**src/rtl/branch_resolve_unit.sv**
```systemverilog
`default_nettype none
// +----------------------------------------------------------------------------+
// | branch_resolve_unit: D-stage branch resolver for the dual-issue front end. |
// | Rev 1.0 - initial release                                                  |
// +----------------------------------------------------------------------------+
module branch_resolve_unit #(
  parameter int CNT_W       = 32,
  parameter int INSTR_BYTES = 4
) (
  input  logic             clk,
  input  logic             reset,
  input  logic             stall_F,
  input  logic             fetchValid_F,
  input  logic [31:0]      pc_F1,
  input  logic [31:0]      pc_F2,
  input  logic             hit_F1,
  input  logic             predBJ_F1,
  input  logic             hit_F2,
  input  logic             predBJ_F2,
  input  logic [31:0]      predTarget_F1,
  input  logic [31:0]      predTarget_F2,
  input  logic             isBJ_D1,
  input  logic             isBJ_D2,
  input  logic             takenBJ_D1,
  input  logic             takenBJ_D2,
  input  logic [31:0]      targetPC_D1,
  input  logic [31:0]      targetPC_D2,
  output logic             valid_D,
  output logic [31:0]      pc_D1,
  output logic [31:0]      pc_D2,
  output logic             hit_D1,
  output logic             predBJ_D1,
  output logic             hit_D2,
  output logic             predBJ_D2,
  output logic             realBJ_D1,
  output logic             realBJ_D2,
  output logic             updBJ_D1,
  output logic             updBJ_D2,
  output logic             mispred_D,
  output logic [31:0]      redirectPC,
  output logic             flush_F,
  output logic [CNT_W-1:0] branchCount,
  output logic [CNT_W-1:0] mispredCount
);

  typedef enum logic [0:0] {ST_RUN = 1'b0, ST_SQUASH = 1'b1} state_t;

  localparam logic [31:0]      BUNDLE_STRIDE = 32'(2 * INSTR_BYTES);
  localparam logic [CNT_W-1:0] CNT_MAX       = '1;

  state_t            state_q, state_d;
  logic              valid_q, valid_d;
  logic [31:0]       pc1_q, pc1_d, pc2_q, pc2_d;
  logic [31:0]       tgt1_q, tgt1_d, tgt2_q, tgt2_d;
  logic              hit1_q, hit1_d, hit2_q, hit2_d;
  logic              pred1_q, pred1_d, pred2_q, pred2_d;
  logic [CNT_W-1:0]  bcnt_q, bcnt_d, mcnt_q, mcnt_d;

  logic              live, live2, pt1, pt2, act1, act2, mis1, mis2, mispred;
  logic [31:0]       fall_thru, redirect;

  function automatic logic [CNT_W-1:0] sat_add(input logic [CNT_W-1:0] a,
                                               input logic [1:0] inc);
    logic [CNT_W:0] sum;
    sum = {1'b0, a} + {{(CNT_W-1){1'b0}}, inc};
    return sum[CNT_W] ? CNT_MAX : sum[CNT_W-1:0];
  endfunction

  // Slot 2 only executes when slot 1 neither resolves nor was predicted taken.
  always_comb begin
    live      = valid_q & (state_q == ST_RUN);
    pt1       = live & hit1_q & pred1_q;
    act1      = live & isBJ_D1 & takenBJ_D1;
    live2     = live & ~act1 & ~pt1;
    pt2       = live2 & hit2_q & pred2_q;
    act2      = live2 & isBJ_D2 & takenBJ_D2;
    mis1      = (pt1 != act1) | (pt1 & act1 & (tgt1_q != targetPC_D1)) | (pt1 & ~isBJ_D1);
    mis2      = (pt2 != act2) | (pt2 & act2 & (tgt2_q != targetPC_D2)) | (pt2 & ~isBJ_D2);
    mispred   = (mis1 | mis2) & ~stall_F;
    fall_thru = pc1_q + BUNDLE_STRIDE;
    redirect  = '0;
    if (mis1)      redirect = act1 ? targetPC_D1 : fall_thru;
    else if (mis2) redirect = act2 ? targetPC_D2 : fall_thru;
  end

  // Predictor update strobes are held off during a stall so nothing is trained twice.
  assign updBJ_D1     = live  & isBJ_D1 & ~stall_F;
  assign updBJ_D2     = live2 & isBJ_D2 & ~stall_F;
  assign realBJ_D1    = act1 & ~stall_F;
  assign realBJ_D2    = act2 & ~stall_F;
  assign mispred_D    = mispred;
  assign flush_F      = mispred;
  assign redirectPC   = redirect;
  assign valid_D      = valid_q;
  assign pc_D1        = pc1_q;
  assign pc_D2        = pc2_q;
  assign hit_D1       = hit1_q;
  assign hit_D2       = hit2_q;
  assign predBJ_D1    = pred1_q;
  assign predBJ_D2    = pred2_q;
  assign branchCount  = bcnt_q;
  assign mispredCount = mcnt_q;

  always_comb begin
    state_d = state_q;
    valid_d = valid_q;
    pc1_d   = pc1_q;
    pc2_d   = pc2_q;
    tgt1_d  = tgt1_q;
    tgt2_d  = tgt2_q;
    hit1_d  = hit1_q;
    hit2_d  = hit2_q;
    pred1_d = pred1_q;
    pred2_d = pred2_q;
    bcnt_d  = bcnt_q;
    mcnt_d  = mcnt_q;
    if (!stall_F) begin
      // On a redirect, and in the cycle after it, the incoming bundle is wrong-path.
      if (mispred || state_q == ST_SQUASH) begin
        valid_d = 1'b0;
      end else begin
        valid_d = fetchValid_F;
        pc1_d   = pc_F1;
        pc2_d   = pc_F2;
        tgt1_d  = predTarget_F1;
        tgt2_d  = predTarget_F2;
        hit1_d  = hit_F1;
        hit2_d  = hit_F2;
        pred1_d = predBJ_F1;
        pred2_d = predBJ_F2;
      end
      state_d = (state_q == ST_RUN && mispred) ? ST_SQUASH : ST_RUN;
      bcnt_d  = sat_add(bcnt_q, {1'b0, updBJ_D1} + {1'b0, updBJ_D2});
      mcnt_d  = sat_add(mcnt_q, {1'b0, mispred});
    end
  end

  always_ff @(posedge clk) begin
    if (!reset) begin
      state_q <= ST_RUN;
      valid_q <= 1'b0;
      pc1_q   <= '0;
      pc2_q   <= '0;
      tgt1_q  <= '0;
      tgt2_q  <= '0;
      hit1_q  <= 1'b0;
      hit2_q  <= 1'b0;
      pred1_q <= 1'b0;
      pred2_q <= 1'b0;
      bcnt_q  <= '0;
      mcnt_q  <= '0;
    end else begin
      state_q <= state_d;
      valid_q <= valid_d;
      pc1_q   <= pc1_d;
      pc2_q   <= pc2_d;
      tgt1_q  <= tgt1_d;
      tgt2_q  <= tgt2_d;
      hit1_q  <= hit1_d;
      hit2_q  <= hit2_d;
      pred1_q <= pred1_d;
      pred2_q <= pred2_d;
      bcnt_q  <= bcnt_d;
      mcnt_q  <= mcnt_d;
    end
  end

endmodule
`default_nettype wire

```
**config.mk**
```make
export PLATFORM = sky130hd
export DESIGN_NAME = branch_resolve_unit
export DESIGN_NICKNAME = d
export VERILOG_FILES = /design/src/rtl/branch_resolve_unit.sv
export SDC_FILE = /design/constraint.sdc
export NUM_CORES = 1
export LEC_CHECK = 0
export ABC_AREA = 1
export ABC_CLOCK_PERIOD_IN_PS = 8100
export CORE_MARGIN = 1
export CORE_UTILIZATION = 45
export DETAILED_ROUTE_END_ITERATION = 6
export GPL_TIMING_DRIVEN = 0
export HOLD_SLACK_MARGIN = 0.06
export PLACE_DENSITY = 0.77
export SKIP_CTS_REPAIR_TIMING = 1
export SYNTH_ARGS = -nofsm -noshare
export SYNTH_HDL_FRONTEND = slang
export SYNTH_SLANG_ARGS = --single-unit
```
**constraint.sdc**
```tcl
create_clock -name clk -period 8.1 [get_ports clk]
set_input_delay 1.62 -clock clk [delete_from_list [all_inputs] [get_ports clk]]
set_output_delay 1.62 -clock clk [all_outputs]
set_load 0.1 [all_outputs]
```
# Word level (Yosys, flattened, before mapping)
# Cells that the tools add are included.
# op_classes
shifts	0
bitwise	34
addsub	4
mul	0
magnitude_cmp	0
reduce_logical	3
n_mux	8
n_eq_ne	4
div	0
# ops
op	count
$mux W32	6
$ne A32 B32 Y1	2
$add A32 B1 Y33	1
$add A32 B2 Y33	1
$add A32 B4 Y32 const B	1
$and A1 B1 Y1	22
$not A1 Y1	7
$or A1 B1 Y1	5
$add A1 B1 Y2	1
$mux W1	2
$ne A1 B1 Y1	2
$reduce_and A2 Y1	1
$logic_and A1 B1 Y1	1
$logic_or A1 B1 Y1	1
# totals
input_bits	204
ff_bits	198
output_inout_bits	171
latchBits	0
rom_bits	0
wordCells	65
memories	0
mem_bits_rw	0

# Longest topological paths before layout
# logic_depth
word_depth	18
mapped_depth	28
ltp_nobuf	26

# Worst setup path after synthesis
# No wires, ideal clock.
# synth_timing
path_kind	input-to-output
start	in takenBJ_D1
end	out redirectPC[27]
path_buffers	2
setup_slack_ns	1.068
arrival_time_ns	5.412
path_stages	14
required_ns	6.480
cell_sequence	nand3_2 nand2_1 nor2_1 nand2_1 inv_1 clkbuf_1 ha_1 nand2_1 nand2_1 nand2_2 inv_1 buf_2 o21ai_0 o21ai_0
# synth_via
elab_chain_len	12
word_cells_on_any_way	23
cone_classes	eq/ne (2); mux (4); bitwise (17)
# synth_rtl
element	line_no	source
start: declaration	24	input logic takenBJ_D1,
$and A1 B1 Y1 *	73	act1 = live & isBJ_D1 & takenBJ_D1;
$not A1 Y1	74	live2 = live & ~act1 & ~pt1;
$and A1 B1 Y1 (2 in a row)	74	
$and A1 B1 Y1, on equally long branches (2 in a row)	75, 76	
$and A1 B1 Y1 (2 in a row)	78	mis2 = (pt2 != act2) | (pt2 & act2 & (tgt2_q != targetPC_D2)) | (pt2 & ~isBJ_D2);
$or A1 B1 Y1 (2 in a row)	78	
$mux W32	83	else if (mis2) redirect = act2 ? targetPC_D2 : fall_thru;
$mux W32 *	82	if (mis1) redirect = act1 ? targetPC_D1 : fall_thru;
end: declaration	40	output logic [31:0] redirectPC,
# Every way passes the cells marked *; elsewhere a longest branch is shown, timed or not.

# Final worst setup path
# layout_timing
start	in isBJ_D1
end	out mispred_D
# layout_via
elab_chain_len	13
word_cells_on_any_way	24
cone_classes	eq/ne (2); bitwise (22)
# layout_rtl
element	line_no	source
start: declaration	22	input logic isBJ_D1,
$and A1 B1 Y1 (2 in a row)	73	
$not A1 Y1	74	
$and A1 B1 Y1 (2 in a row)	74	
$and A1 B1 Y1, on equally long branches (2 in a row)	75, 76	
$and A1 B1 Y1 (2 in a row)	78	
$or A1 B1 Y1 (2 in a row)	78	
$or A1 B1 Y1 *	79	mispred = (mis1 | mis2) & ~stall_F;
$and A1 B1 Y1 *	79	
end: declaration	39	output logic mispred_D,
# Marks and branches as above.

==> results.py <==
metrics = {
    "floorplanning": {
        "pin_count": 375,
        "fp.coreArea_sq_um": 27900,
        "die_area_sq_um": 29100,
        "die_w_um": 171,
        "die_y_um": 171,
        "num_rows": 61,
        "start_util_pct": 46.0,
    },
    "worst_setup_path": {
        "regToRegSetupSlack_ns": 2.29,
        "max_stage_delay_ns": 0.96,
        "cp-end-kind": "primary output",
        "worst-setup-path-type": "input pin to primary output",
        "worstSetupStartpointType": "input pin",
        "worst-path-buf-inv": 6,
        "cp_top_family": "buffers and inverters",
        "cp_cell_sequence": "clkdlybuf4s50_1 -> nand3_2 -> nand2_1 -> nor2_1 -> nand2_1 -> inv_1 -> clkbuf_1 -> ha_1 -> a21oi_1 -> nand2_1 -> nor2_4 -> buf_2 -> nor2_1 -> buf_4 -> clkdlybuf4s50_1",
        "slowest_stage": "clkdlybuf4s50_1",
        "cpMostUsedCell": "nand2_1",
        "crit_path_max_fanout": 10,
        "cp.required_ns": 6.48,
        "arrival_ns": 6.26,
    },
    "clocking": {
        "clock_latency_ns": 0.45,
        "htreeDepth": 4,
        "numCtsBuffers": 17,
        "cts.path.max_buffers": 2,
        "cts_tree": "yes",
        "cts.clk_slew.worst_paths_ns": 0.07,
        "cts_sinks": 198,
        "cts_root_buf": "clkbuf_16",
    },
    "logic_synthesis": {
        "synth_top_area_share_pct": 30.9,
        "yosysUniqueCellTypes": 46,
        "synth_nets": 2329,
        "yosys.area.top_type": "dfxtp_1",
        "synth_warnings": 0,
        "synth.most_common_cell": "nand2_1",
        "netlist_area_sq_um": 12800,
        "yosys-top-cells-count": "nand2_1, inv_1, nor2_1, dfxtp_1, nand4_1",
        "ys_seq_elements": 198,
        "synth.avg_cell_area_sq_um": 6.05,
        "ys_seq_area_share_pct": 30.9,
        "synth_ff_type": "dfxtp_1",
        "synth_edf_count": 0,
        "syn-instance-count": 2118,
        "synth_area_leaders": "dfxtp_1, nand2_1, inv_1",
        "async_flop_share_pct": 0,
    },
    "grt": {
        "grt_max_degree": 21,
        "grt_pass1_vias": 13507,
        "grt_first_pass_wirelength_mm": 72.9,
        "antenna_found_initial": 8,
        "overflow": 0,
        "grt_use_total_pct": 32.9,
    },
    "sta": {
        "worst_pin_slew_ns": 1.09,
        "slew_viol_final": 0,
        "finalCriticalPeriod_ns": 7.88,
        "skew_ns": 0.0190,
        "min_period_over_period_pct": 97.3,
        "setup_tns_ns": 0,
        "rsz0062_at_grt": "false",
        "finalSetupViolations": 0,
        "finalHoldViolations": 0,
        "setup_ws_ns": 0.220,
        "clock.fmax_ghz": 0.127,
        "max_slew_margin_pct": 27.2,
    },
    "route": {
        "ant_nets": 0,
        "drt_iter0_drc": 983,
        "drc": 0,
        "wl_per_cell_um": 16.9,
        "vias": 14698,
        "wl_mm": 49.0,
        "vias_per_cell": 5.06,
        "drt-pass1-iter-count": 4,
    },
    "power": {
        "p_leak_nw": 8.54,
        "power_density_nw_per_um2": 164,
        "vdd_ir_drop_max_mv": 0.127,
    },
    "placed_design": {
        "place_ws_ns": 0.350,
        "portBuffers": 373,
        "dp_hpwl_mm": 39.3,
        "place.gp.congestion": 1.01,
    },
    "finish": {
        "finalNetCount": 2721,
        "fillers": 2604,
        "drive_above_1_share_pct": 4.36,
        "area_delta_synth_final_pct": 37.7,
    },
    "status": {
        "outcome": "completed",
    },
    "min_path": {
        "hold_class": "flip-flop to flip-flop",
    },
    "flow_run": {
        "cap_violations": 0,
    },
}
-- worst min-delay path: stages, from the launching register on --
cell and delay (ns):
dfxtp_1 0.32, nor2_1 0.10, nor2_1 0.04
-- state kept, by name (all words and copies together), names as in the netlist --
name,count
hit_D1,1
tgt2_q,32
pc_D2,32
predBJ_D2,1
mispredCount,32
hit_D2,1
pc_D1,32
branchCount,32
tgt1_q,32
predBJ_D1,1
valid_D,1
state_q,1
-- power breakdown --
| group | internal (mW) | switching, mW | leakage, nW | total (mW) |
|---|---|---|---|---|
| Clock | 0.447 | 0.455 | 0.292 | 0.902 |
| Combinational | 0.294 | 0.604 | 6.62 | 0.897 |
| Sequential | 1.04 | 0.0568 | 1.63 | 1.09 |
| Total | 1.78 | 1.12 | 8.54 | 2.89 |
-- cell families after synthesis --
kind of cell               after synthesis  synth area share, %
buffers and inverters                  592                 18.0
and+or+nand+nor                       1033                 35.3
DFF                                    198                 30.9
adders and majority gates                7                0.742
AOI/OAI and AO/OA                      188                 8.17
muxes                                    1               0.0781
xor gates and xnor gates                99                 6.77
-- area by class of cell --
type                    instances  area [sq um]  area share (%)
clock inverters                14           175           0.993
clock buffers                  18           429            2.43
diodes                          5          12.5          0.0710
repair buffers                373          3730            21.2
plain buffers                 101           468            2.65
multi-input cells            1328          6540            37.1
inverters                     491          1840            10.5
well taps                     378           473            2.68
flip-flops and latches        198          3960            22.5
-- cells in the final DEF, fill, tap and decap left out, drive strengths merged, types with 2 or more instances in the layout --
cell type        n
nand3           47
a21oi           72
clkinv           4
clkdlybuf4s50  373
xnor2           61
nand3b           5
dfxtp          198
o21a             3
nor2           214
nand2          548
a31oi           11
inv            499
a22o             6
ha               6
a21o             2
clkbuf          78
buf             41
o21ai           73
or2             15
nor3b            3
xor2            38
nor4             7
and3             2
o211ai          15
nand4          158
nor3            33
diode            5
-- layer usage --
| layer | vias up | routed length (um) | track usage [%] |
|---|---|---|---|
| met5 | - | 46 | 0 |
| met4 | 8 | 1740 | 13.7 |
| met3 | 110 | 4110 | 6.73 |
| met2 | 601 | 22900 | 56.4 |
| met1 | 6699 | 20200 | 39.8 |
| li1 | 7280 | - | - |
-- worst paths after layout --
kind / start / depth (start not counted) / end
setup / recovery: isBJ_D1 / 15 / mispred_D
hold / removal: state_q$_SDFFE_PN0N_ / 2 / state_q$_SDFFE_PN0N_
setup reg to reg: state_q$_SDFFE_PN0N_ / 27 / mispredCount[4]$_SDFFE_PN0N_
hold reg to reg: state_q$_SDFFE_PN0N_ / 2 / state_q$_SDFFE_PN0N_
-- stage by stage --
stage	utilization [%]	hold slack [ns]	power, mW	std cells	instance area [sq um]
floorplan	-	0.462	1.70	2118	12800
global placement	61.1	0.473	1.99	2869	17000
detailed placement	61.1	0.488	2.00	2869	17000
CTS	63.3	0.499	2.89	2901	17600
global route	63.3	0.516	3.01	2904	17600
finish	63.3	0.497	2.89	2906	17600
Note: power is estimated with default switching activity, not from simulation.
==> patch, RTL diff (config.mk and constraints unchanged) <==
`pc1_q` no longer has a reset.
--- a/src/rtl/branch_resolve_unit.sv
+++ b/src/rtl/branch_resolve_unit.sv
@@ -141,3 +141,2 @@
       valid_q <= 1'b0;
-      pc1_q   <= '0;
       pc2_q   <= '0;
@@ -154,3 +153,2 @@
       valid_q <= valid_d;
-      pc1_q   <= pc1_d;
       pc2_q   <= pc2_d;
@@ -167,2 +165,6 @@
 
+  always_ff @(posedge clk) begin
+    pc1_q <= pc1_d;
+  end
+
 endmodule
Behaviour: not the same (Yosys sat finds a counterexample within 4 cycles, from zero or initial values and one cycle with reset low).
==> patch against the original RTL <==
  * First-iteration DRC count rose by 11%
  * Utilization rose by 0.28 points
  * Power fell by 2.3%
  * Sequential cell count did not move
  * Routed wire length fell by 4.5%
  * Critical path depth did not move
  * Maximum frequency rose by 4.1%
  * Worst setup slack improved by 0.31 ns
  * Cell area fell by 2.6%
  * Sequential share of layout area rose by 2.5 points
  * The flow now finishes with violations (DRC)
  * Synthesized area fell by 3.1%
  * Global-route usage fell by 0.29 points
==> patch: results (changes against the original RTL) <==
status: "finished, violations left"
finish.net_count: 2526  # -7.2%
port-buffer-count: 372  # -0.27%
synth_nets: 2134  # -8.4%
synth_common_cells: "nand2_1 (480), inv_1 (310), nor2_1 (199), dfxtp_1 (166), nand4_1 (133)"
synth_cell_types: 46  # unchanged
synth-edff-count: 32  # +32
cp.arrival_ns: 5.95  # -0.31 ns
grt_max_degree: 33  # +57%
clock_skew_ns: 0.0186  # -0.000372 ns
rr_startpoint: "state_q$_SDFFE_PN0N_"
finalSetupViolations: 0  # unchanged
first_pass_iters: 7  # +3
clockRootBuffer: "clkbuf_16"
drc: 3  # +3
p_leak_nw: 7.86  # -8.0%
htree_levels: 4  # unchanged
synth_seq_area_share_pct: 34.5  # +3.6 points
grt_first_pass_wirelength_um: 70700  # -3.0%
worstPathMaxFanout: 10  # unchanged
ir_drop_mv: 0.131  # +3.6%
antenna_found_initial: 8  # unchanged
synthFlopType: "dfxtp_1"
vias_per_cell: 5.13  # +1.4%
ys_warn_count: 0  # unchanged
cts.clk_slew.worst_paths_ns: 0.08
place_area_mm2: 0.0166  # -2.7%
drtIter0Drc: 1091  # +11%
synth_area_leaders: "dfxtp_1 (27%), nand2_1 (15%), inv_1 (9.4%)"
grt_pass1_vias: 13000  # -3.9%
final_layout_size_suffix_gt1_share_pct: 8.59  # +4.2 points
place_congestion: 0.967  # -4.1%
max_slew.worst_pin.slew_ns: 1.09  # +0.000317 ns
dp_hpwl_um: 36900  # -6.1%
nFillCells: 2494  # -4.2%
track_usage_pct: 32.6  # -0.29 points
hold_class: "register to register"
drt-total-wl_um: 46800  # -4.5%
holdCritStartpoint: "state_q$_SDFFE_PN0N_"
cts_buffers: 17  # unchanged
violations: "DRC"
maxCapViolations: 0  # unchanged
async_flop_share_pct: 0  # unchanged
clockBufferDepth: 2  # unchanged
crit_start: "isBJ_D1"
insertion_delay_ns: 0.45  # about the same
## patch: final cells by class
class | count | area, um2 | share of cell area, %
Clock buffer | 17 | 425 | 2.48
Antenna cell | 4 | 10.0 | 0.0583
Timing Repair Buffer | 373 | 3750 | 21.8
Buffer | 85 | 423 | 2.46
Multi-Input combinational cell | 1223 | 6140 | 35.7
Inverter | 417 | 1570 | 9.11
Sequential cell | 198 | 4280 | 24.9
Clock inverter | 15 | 155 | 0.903
Tap cell | 341 | 427 | 2.48
## patch: metrics by stage
| step | utilization [%] | worst slack, ns | hold WS [ns] | cells | total power [mW] |
|---|---|---|---|---|---|
| detailed placement | 61.3 | 0.590 | 0.489 | 2636 | 1.97 |
| finish | 63.6 | 0.528 | 0.504 | 2673 | 2.83 |
| global placement | 61.3 | 0.526 | 0.476 | 2636 | 1.96 |
| CTS | 63.4 | 0.591 | 0.503 | 2668 | 2.83 |
| floorplan | - | 1.19 | 0.462 | 1923 | 1.69 |
| global route | 63.6 | 0.256 | 0.544 | 2671 | 2.94 |
## patch: logic make-up (layout without fill, tap and decap cells)
group           count (synthesis)  in the layout  synth area share, %
fa+ha+maj                       7              7                0.766
buf+inv                       502            907                 16.0
simple gates                  928            928                 33.0
xor+xnor                      106            106                 7.48
compound gates                181            181                 8.11
other cells                     0              4                    0
mux                             1              1               0.0806
flops                         198            198                 34.5
## patch: power breakdown
part / internal (mW) / leakage [nW] / switching [mW]
Clock: 0.415 / 0.281 / 0.458
Combinational: 0.279 / 5.90 / 0.558
Sequential: 1.06 / 1.67 / 0.0550
## patch: per-layer routing
layer,vias up,global-route usage (%),share of wire [%]
li1,6759,-,-
met1,6235,39.2,40
met2,588,54.9,47
met3,116,7.87,8.7
met4,8,15.0,4.2
met5,-,0,0.12
## patch: critical path: stages
cell and delay [ns]:
clkdlybuf4s50_1 0.49, nand3_2 0.16, clkinv_1 0.20, clkbuf_1 0.46, ha_1 0.32, inv_1 0.05
nand2_1 0.05, inv_1 0.09, nand2_4 0.12, inv_2 0.19, nand2_1 0.19, inv_2 0.19
o21ai_0 0.10, o21ai_0 0.45, clkdlybuf4s50_1 1.25
## patch: path summary, 6_finish.rpt
kind / to / slack (ns) / depth (start not counted)
worst min-delay path: state_q$_SDFFE_PN0N_ / 0.50 / 2
worst max register to register: mispredCount[12]$_SDFFE_PN0N_ / 3.37 / 26
worst min register to register: state_q$_SDFFE_PN0N_ / 0.50 / 2
worst max-delay path: redirectPC[21] / 0.53 / 15
